==> src/rtl/irq_pkg.sv <==
// Shared constants and types for the eight-source interrupt capture block.
package irq_pkg;

  localparam int N_SRC = 8;
  localparam int IDX_W = 3;

  typedef enum logic [0:0] {
    IDLE  = 1'b0,
    OFFER = 1'b1
  } irq_state_t;

endpackage

==> src/rtl/pri_enc8.sv <==
// Combinational 8-to-3 priority encoder; bit 7 wins, index is 0 when empty.
module pri_enc8
  import irq_pkg::*;
(
  input  logic [N_SRC-1:0] vec,
  output logic [IDX_W-1:0] idx,
  output logic             any
);

  // Highest set bit selects the index.
  always_comb begin
    any = |vec;
    casez (vec)
      8'b1???????: idx = 3'd7;
      8'b01??????: idx = 3'd6;
      8'b001?????: idx = 3'd5;
      8'b0001????: idx = 3'd4;
      8'b00001???: idx = 3'd3;
      8'b000001??: idx = 3'd2;
      8'b0000001?: idx = 3'd1;
      8'b00000001: idx = 3'd0;
      default:     idx = 3'd0;
    endcase
  end

endmodule

==> src/rtl/irq_capture8.sv <==
// Rising-edge interrupt capture with pending/mask registers and a
// valid/ready offer of the highest-priority unmasked pending source.
module irq_capture8
  import irq_pkg::*;
#(
  parameter logic [N_SRC-1:0] RESET_MASK = 8'hFF
) (
  input  logic             clk,
  input  logic             rst,
  input  logic [N_SRC-1:0] req_i,
  input  logic             mask_wr,
  input  logic [N_SRC-1:0] mask_din,
  output logic [N_SRC-1:0] mask_q,
  output logic [N_SRC-1:0] pend_q,
  output logic             irq_valid,
  input  logic             irq_ready,
  output logic [IDX_W-1:0] irq_idx,
  output logic             overflow,
  input  logic             ovf_clr
);

  logic [N_SRC-1:0] req_d;
  logic [N_SRC-1:0] req_edge;
  logic [N_SRC-1:0] pend;
  logic [N_SRC-1:0] mask;
  logic [N_SRC-1:0] act;
  logic [N_SRC-1:0] clr;
  logic [IDX_W-1:0] enc_idx;
  logic             enc_any;
  logic             accept;
  logic             ovf_hit;
  irq_state_t       state;

  assign mask_q = mask;
  assign pend_q = pend;

  // Edge detection, acceptance decode and the active (unmasked) pending set.
  always_comb begin
    req_edge = req_i & ~req_d;
    act      = pend & ~mask;
    accept   = (state == OFFER) & irq_ready;
    if (accept) begin
      clr = 8'b0000_0001 << irq_idx;
    end else begin
      clr = 8'b0000_0000;
    end
    // A new edge on a bit being cleared this cycle counts as a fresh event.
    ovf_hit  = |(req_edge & pend & ~clr);
  end

  pri_enc8 u_enc (
    .vec (act),
    .idx (enc_idx),
    .any (enc_any)
  );

  // Edge history, pending, mask and sticky overflow registers.
  always_ff @(posedge clk) begin
    if (rst) begin
      req_d    <= 8'hFF;
      pend     <= 8'h00;
      mask     <= RESET_MASK;
      overflow <= 1'b0;
    end else begin
      req_d <= req_i;
      pend  <= (pend & ~clr) | req_edge;
      if (mask_wr) begin
        mask <= mask_din;
      end
      if (ovf_hit) begin
        overflow <= 1'b1;
      end else if (ovf_clr) begin
        overflow <= 1'b0;
      end
    end
  end

  // Offer FSM: priority is sampled only in IDLE and held stable while offered.
  always_ff @(posedge clk) begin
    if (rst) begin
      state     <= IDLE;
      irq_valid <= 1'b0;
      irq_idx   <= 3'd0;
    end else begin
      case (state)
        IDLE: begin
          if (enc_any) begin
            state     <= OFFER;
            irq_valid <= 1'b1;
            irq_idx   <= enc_idx;
          end
        end
        OFFER: begin
          if (irq_ready) begin
            state     <= IDLE;
            irq_valid <= 1'b0;
          end
        end
        default: begin
          state     <= IDLE;
          irq_valid <= 1'b0;
        end
      endcase
    end
  end

endmodule
==> config.mk <==
export PLATFORM = sky130hd
export DESIGN_NAME = irq_capture8
export DESIGN_NICKNAME = d
export VERILOG_FILES = /design/src/rtl/irq_pkg.sv /design/src/rtl/pri_enc8.sv /design/src/rtl/irq_capture8.sv
export SDC_FILE = /design/constraint.sdc
export NUM_CORES = 1
export LEC_CHECK = 0
export ABC_AREA = 0
export CORE_MARGIN = 2
export CORE_UTILIZATION = 34
export DETAILED_ROUTE_END_ITERATION = 16
export SLEW_MARGIN = 20
export SYNTH_ARGS = -nofsm -noshare
export SYNTH_HDL_FRONTEND = slang
export SYNTH_SLANG_ARGS = --single-unit
==> constraint.sdc <==
create_clock -name clk -period 1.75 [get_ports clk]
set_input_delay 0.35 -clock clk [delete_from_list [all_inputs] [get_ports clk]]
set_output_delay 0.35 -clock clk [all_outputs]
set_load 0.005 [all_outputs]
# ---- Yosys cells after proc, flatten, opt, wreduce, memory -nomap -nowiden
# Cells that the tools add are included.
dict set report op_classes {
  addsub 0
  n_mul 0
  div 0
  n_lt_le_gt_ge 0
  eq_ne 8
  n_shift 1
  n_mux 10
  bitwise 11
  n_reduce_logical 5
}
# operator n
set ops {}
lappend ops {{$and 8x8->8} 5}
lappend ops {{$not 8->8} 3}
lappend ops {{$pmux 3 s7} 1}
lappend ops {{$reduce_or 8->1} 2}
lappend ops {{$mux 8} 1}
lappend ops {{$or 8x8->8} 1}
lappend ops {{$shl 1x3->8 const A} 1}
lappend ops {{$eq 7x1->1 const B} 1}
lappend ops {{$eq 6x1->1 const B} 1}
lappend ops {{$mux 1} 6}
lappend ops {{$eq 5x1->1 const B} 1}
lappend ops {{$eq 4x1->1 const B} 1}
lappend ops {{$ne 2x2->1 const B} 2}
lappend ops {{$pmux 1 s2} 2}
lappend ops {{$reduce_and 2->1} 2}
lappend ops {{$eq 3x1->1 const B} 1}
lappend ops {{$eq 2x1->1 const B} 1}
lappend ops {{$reduce_bool 2->1} 1}
lappend ops {{$and 1x1->1} 1}
lappend ops {{$not 1->1} 1}
dict set report totals {
  regBits 30
  latchBits 0
  ramBits 0
  mem_bits_ro 0
  in_bits 21
  elab_cells 42
  memories 0
}

# ---- Logic depth before layout (Yosys ltp)
dict set report logic_depth {
  word_depth 6
  depth_mapped 5
}

# ---- Modules after synthesis
# Synthesis repeated with hierarchy kept, for this count alone.
dict set report unflattened {
  hier_cells 132
  hier_area_um2 1214.9
}
# module n_inst cells_each area_per_inst_um2
set by_module_without_submodules {}
lappend by_module_without_submodules {irq_capture8 1 120 1157.4}
lappend by_module_without_submodules {pri_enc8 1 12 57.6}

# ---- Least setup slack after synthesis
# No wires, ideal clock.
dict set report synth_path {
  path_type {flip-flop to flip-flop}
  from {register pend[4] (netlist: pend_q[4])}
  to {register irq_idx[0]}
  setup_time_ps 128
  t_arrival_ps 1264
  t_required_ps 1622
  slack_ps 359
  path_stages_with_launch 6
  path_buffers 0
  synth_period_minus_slack_ps 1391
  cell_sequence {dfxtp_1 nor2b_1 nor4_4 a41o_2 mux2i_1 nor2_1}
}
dict set report synth_between {
  elab_chain_len 3
}
# element line_no
set synth_lines {}
lappend synth_lines {{start: declaration} irq_capture8.sv:24} ;# logic [N_SRC-1:0] pend;
lappend synth_lines {{start signal: assignment} irq_capture8.sv:66} ;# pend <= (pend & ~clr) | req_edge;
lappend synth_lines {{$and 8x8->8 *} irq_capture8.sv:40} ;# act = pend & ~mask;
lappend synth_lines {{$eq 7x1->1, or another cell as far along} pri_enc8.sv:13} ;# casez (vec)
lappend synth_lines {{$pmux 3 s7 or $reduce_and 2->1 (tied branches)} n/a}
lappend synth_lines {{end signal: assignment} irq_capture8.sv:90} ;# irq_idx <= enc_idx;
lappend synth_lines {{end: declaration} irq_capture8.sv:17} ;# output logic [IDX_W-1:0] irq_idx,
# Mark *: on every way between the ends. The rest lies on a longest branch, timed or not.
# A chain may end at the register's enable or synchronous reset.

# ---- Worst setup path after layout
dict set report layout_path {
  from {register mask[5] (netlist: mask_q[5])}
  to {output mask_q[5]}
}
# element line_no
set layout_rtl {}
lappend layout_rtl {{start: declaration} irq_capture8.sv:25} ;# logic [N_SRC-1:0] mask;
lappend layout_rtl {{start signal: assignment} irq_capture8.sv:68} ;# mask <= mask_din;
lappend layout_rtl {{end: declaration} irq_capture8.sv:13} ;# output logic [N_SRC-1:0] mask_q,
# No word-level cell between the ends.

==> run metrics <==
fmax 609.5 MHz; distinct cell type count after synthesis 26; Crit path buffers/inverters 1; CP arrival 1290 ps; htree depth 2; Final HPWL DP 2129 µm; clock buffer count from CTS 5; Post-DP Area 1728 µm²; Post-CTS Hold Buffers 0; critical path peak fanout 4; Total GRT Usage 15.12%; Clock Latency Late Sink 330 ps; FILL cells 331; nets 201; ANT cells 0; total grt overflow 0; metal2 WL 1286 µm; fin util 52.16%; RePlAce Congestion 0.7712; VDD IR-drop max 0.3864 mV; # resized after CTS 0; Final Hold Fails 0; Starting Density 35.97%; CP required 1400 ps; Clock Tree Buf Depth 2; clock transition at the registers of the reported paths 80 ps; uppermost layer routed met4; Clock Sinks 30; Via density 4.702; Synth area leaders dfxtp_1, mux2i_1, nand2b_1; largest net degree at the start of global routing 23; slew of the pin with the lowest slew margin 321.6 ps; Die W 64.12 µm; max cap viols 0; final worst-path setup slack 109.4 ps; CP Class register to output port; vias post-DR 1058; CORE AREA 3416 µm²; CP Cell Sequence clkdlybuf4s50_1; Synth area leader dfxtp_1; slowest cell on the critical path clkdlybuf4s50_1; crit path launch type register; Placement Setup Slack 32.53 ps; pins over their slew limit 0; Setup TNS 0 ps; synthesis-to-finish area growth 45.01%; port buffer count 41; Slowest Stage Delay on Critical Path 540 ps; register bit total from synthesis 30; register area share after synthesis 48.88%; period utilization 93.75%; root buf cell clkbuf_4; YS warnings 0; vias in the first global route 1052; RSZ-0062 raised after global routing false; Die Ht 64.12 µm; DR WL/cell 12.52 µm; endpoint type of the worst setup path output port; Post-CTS Repair Setup Buffers 0; First-pass DRT Iterations 4; min cycle time layout 1641 ps; CTS tree built; Post-Syn Area per Cell 9.379 µm²; outcome finished clean; DRC marker count from the first detailed-route iteration 32; M1 WL 1271 µm; Hold WC Path Type register to register; Cells after Synth 131; Yosys top cell area share 48.88%; PD cells 766.6 nW/µm²; Crit path max-delay family buffers and inverters; global-route wire length before repair 4712 µm; fin area 1782 µm²; Post-Syn Area 1229 µm²; slew margin rel. 78.28%; Routed Antenna Nets 0; DRC 0; Total Wirelength 2816 µm; Net Count, Synth 152; Ports 42; met3 wire len 213 µm; leakage power 0.6982 nW; Clock Skews 5.082 ps; initial antenna violation count 0; Row Count 21; share of cells above drive strength 1 9.497%; Die Footprint 4111 µm²; final-report setup violation count 0
[cells in the final DEF (no fill, tap or decap), types with 2 or more instances in the layout]
| cell type | n |
|---|---|
| buf_4 | 3 |
| dfxtp_1 | 28 |
| nand2_1 | 23 |
| nor2_1 | 7 |
| mux2i_1 | 10 |
| or2_1 | 7 |
| and3_1 | 2 |
| clkbuf_4 | 5 |
| o22a_1 | 3 |
| dfxtp_2 | 2 |
| nor2b_1 | 7 |
| clkdlybuf4s50_1 | 41 |
| nand2b_1 | 14 |
| a21oi_1 | 10 |
[synthesized netlist by cell type]
cell type	count
dfxtp_1	30
nand2_1	23
nand2b_1	14
a21oi_1	10
mux2i_1	10
nor2_1	7
nor2b_1	7
or2_1	7
clkbuf_1	3
o22a_1	3
and3_1	2
a221o_1	1
a41o_2	1
a41oi_1	1
and3b_1	1
inv_2	1
nand3_1	1
nand3b_1	1
nand4_1	1
nor2b_4	1
nor4_4	1
o211a_1	1
o221a_1	1
o31ai_1	1
o41ai_1	1
or2_2	1
[tightest hold or removal path, cell delays in order, from the launching register on]
cell and delay [ps]:
dfxtp_1 320, nand2_1 50, a21oi_1 50
[sequential cells by signal (all words and copies together) (netlist names)]
name,flops
state,1
mask_q,8
overflow,1
irq_idx,3
pend_q,8
req_d,8
irq_valid,1
[stage by stage]
stage          hold WS [ps]  cells  power [mW]
4_1_cts               466.5    225       1.385
2_1_floorplan         449.9    131      0.8491
3_5_place_dp          454.2    219      0.9802
3_3_place_gp          446.9    219      0.9767
5_1_grt               497.3    225       1.438
6_report              465.5    225       1.366
[per-layer routing]
layer / up-vias / GRT usage, %
met5: - / 0
met4: 0 / 7.181
met3: 6 / 5.986
met2: 36 / 24.35
met1: 473 / 17.53
li1: 543 / -
[logic make-up (layout without fill, tap and decap cells)]
| group | Yosys count | after routing | share of synthesized area [%] |
|---|---|---|---|
| buffers and inverters | 4 | 52 | 1.222 |
| AND/OR/NAND/NOR | 67 | 67 | 30.04 |
| AO/OA/AOI/OAI | 20 | 20 | 11.71 |
| flip-flops | 30 | 30 | 48.88 |
| multiplexers | 10 | 10 | 8.147 |
[path summary, 6_finish.rpt]
check                         startpoint                 endpoint  slack [ps]  cells past startpoint
hold / removal    irq_valid$_SDFFE_PP0P_   irq_valid$_SDFFE_PP0P_         470                      2
setup / recovery  mask_q[5]$_SDFFE_PP1P_                mask_q[5]         110                      1
setup reg to reg    pend_q[4]$_SDFF_PP0_  irq_idx[0]$_SDFFE_PP0P_         200                      5
hold reg to reg   irq_valid$_SDFFE_PP0P_   irq_valid$_SDFFE_PP0P_         470                      2
[cell type report]
class | count | area (µm²) | area share [%]
inverter | 1 | 3.754 | 0.2107
clock buffer | 6 | 51.30 | 2.879
tap | 46 | 57.56 | 3.230
timing repair buffer | 45 | 452.9 | 25.42
sequential | 30 | 603.1 | 33.85
multi-input combinational | 97 | 613.1 | 34.41
[power breakdown]
part | internal [mW] | leakage, nW | switching (mW)
logic | 0.139 | 0.419 | 0.0726
registers | 0.722 | 0.249 | 0.0283
clock network | 0.181 | 0.0302 | 0.223
total | 1.04 | 0.698 | 0.324
No activity file was read; power rests on OpenSTA's default activity.
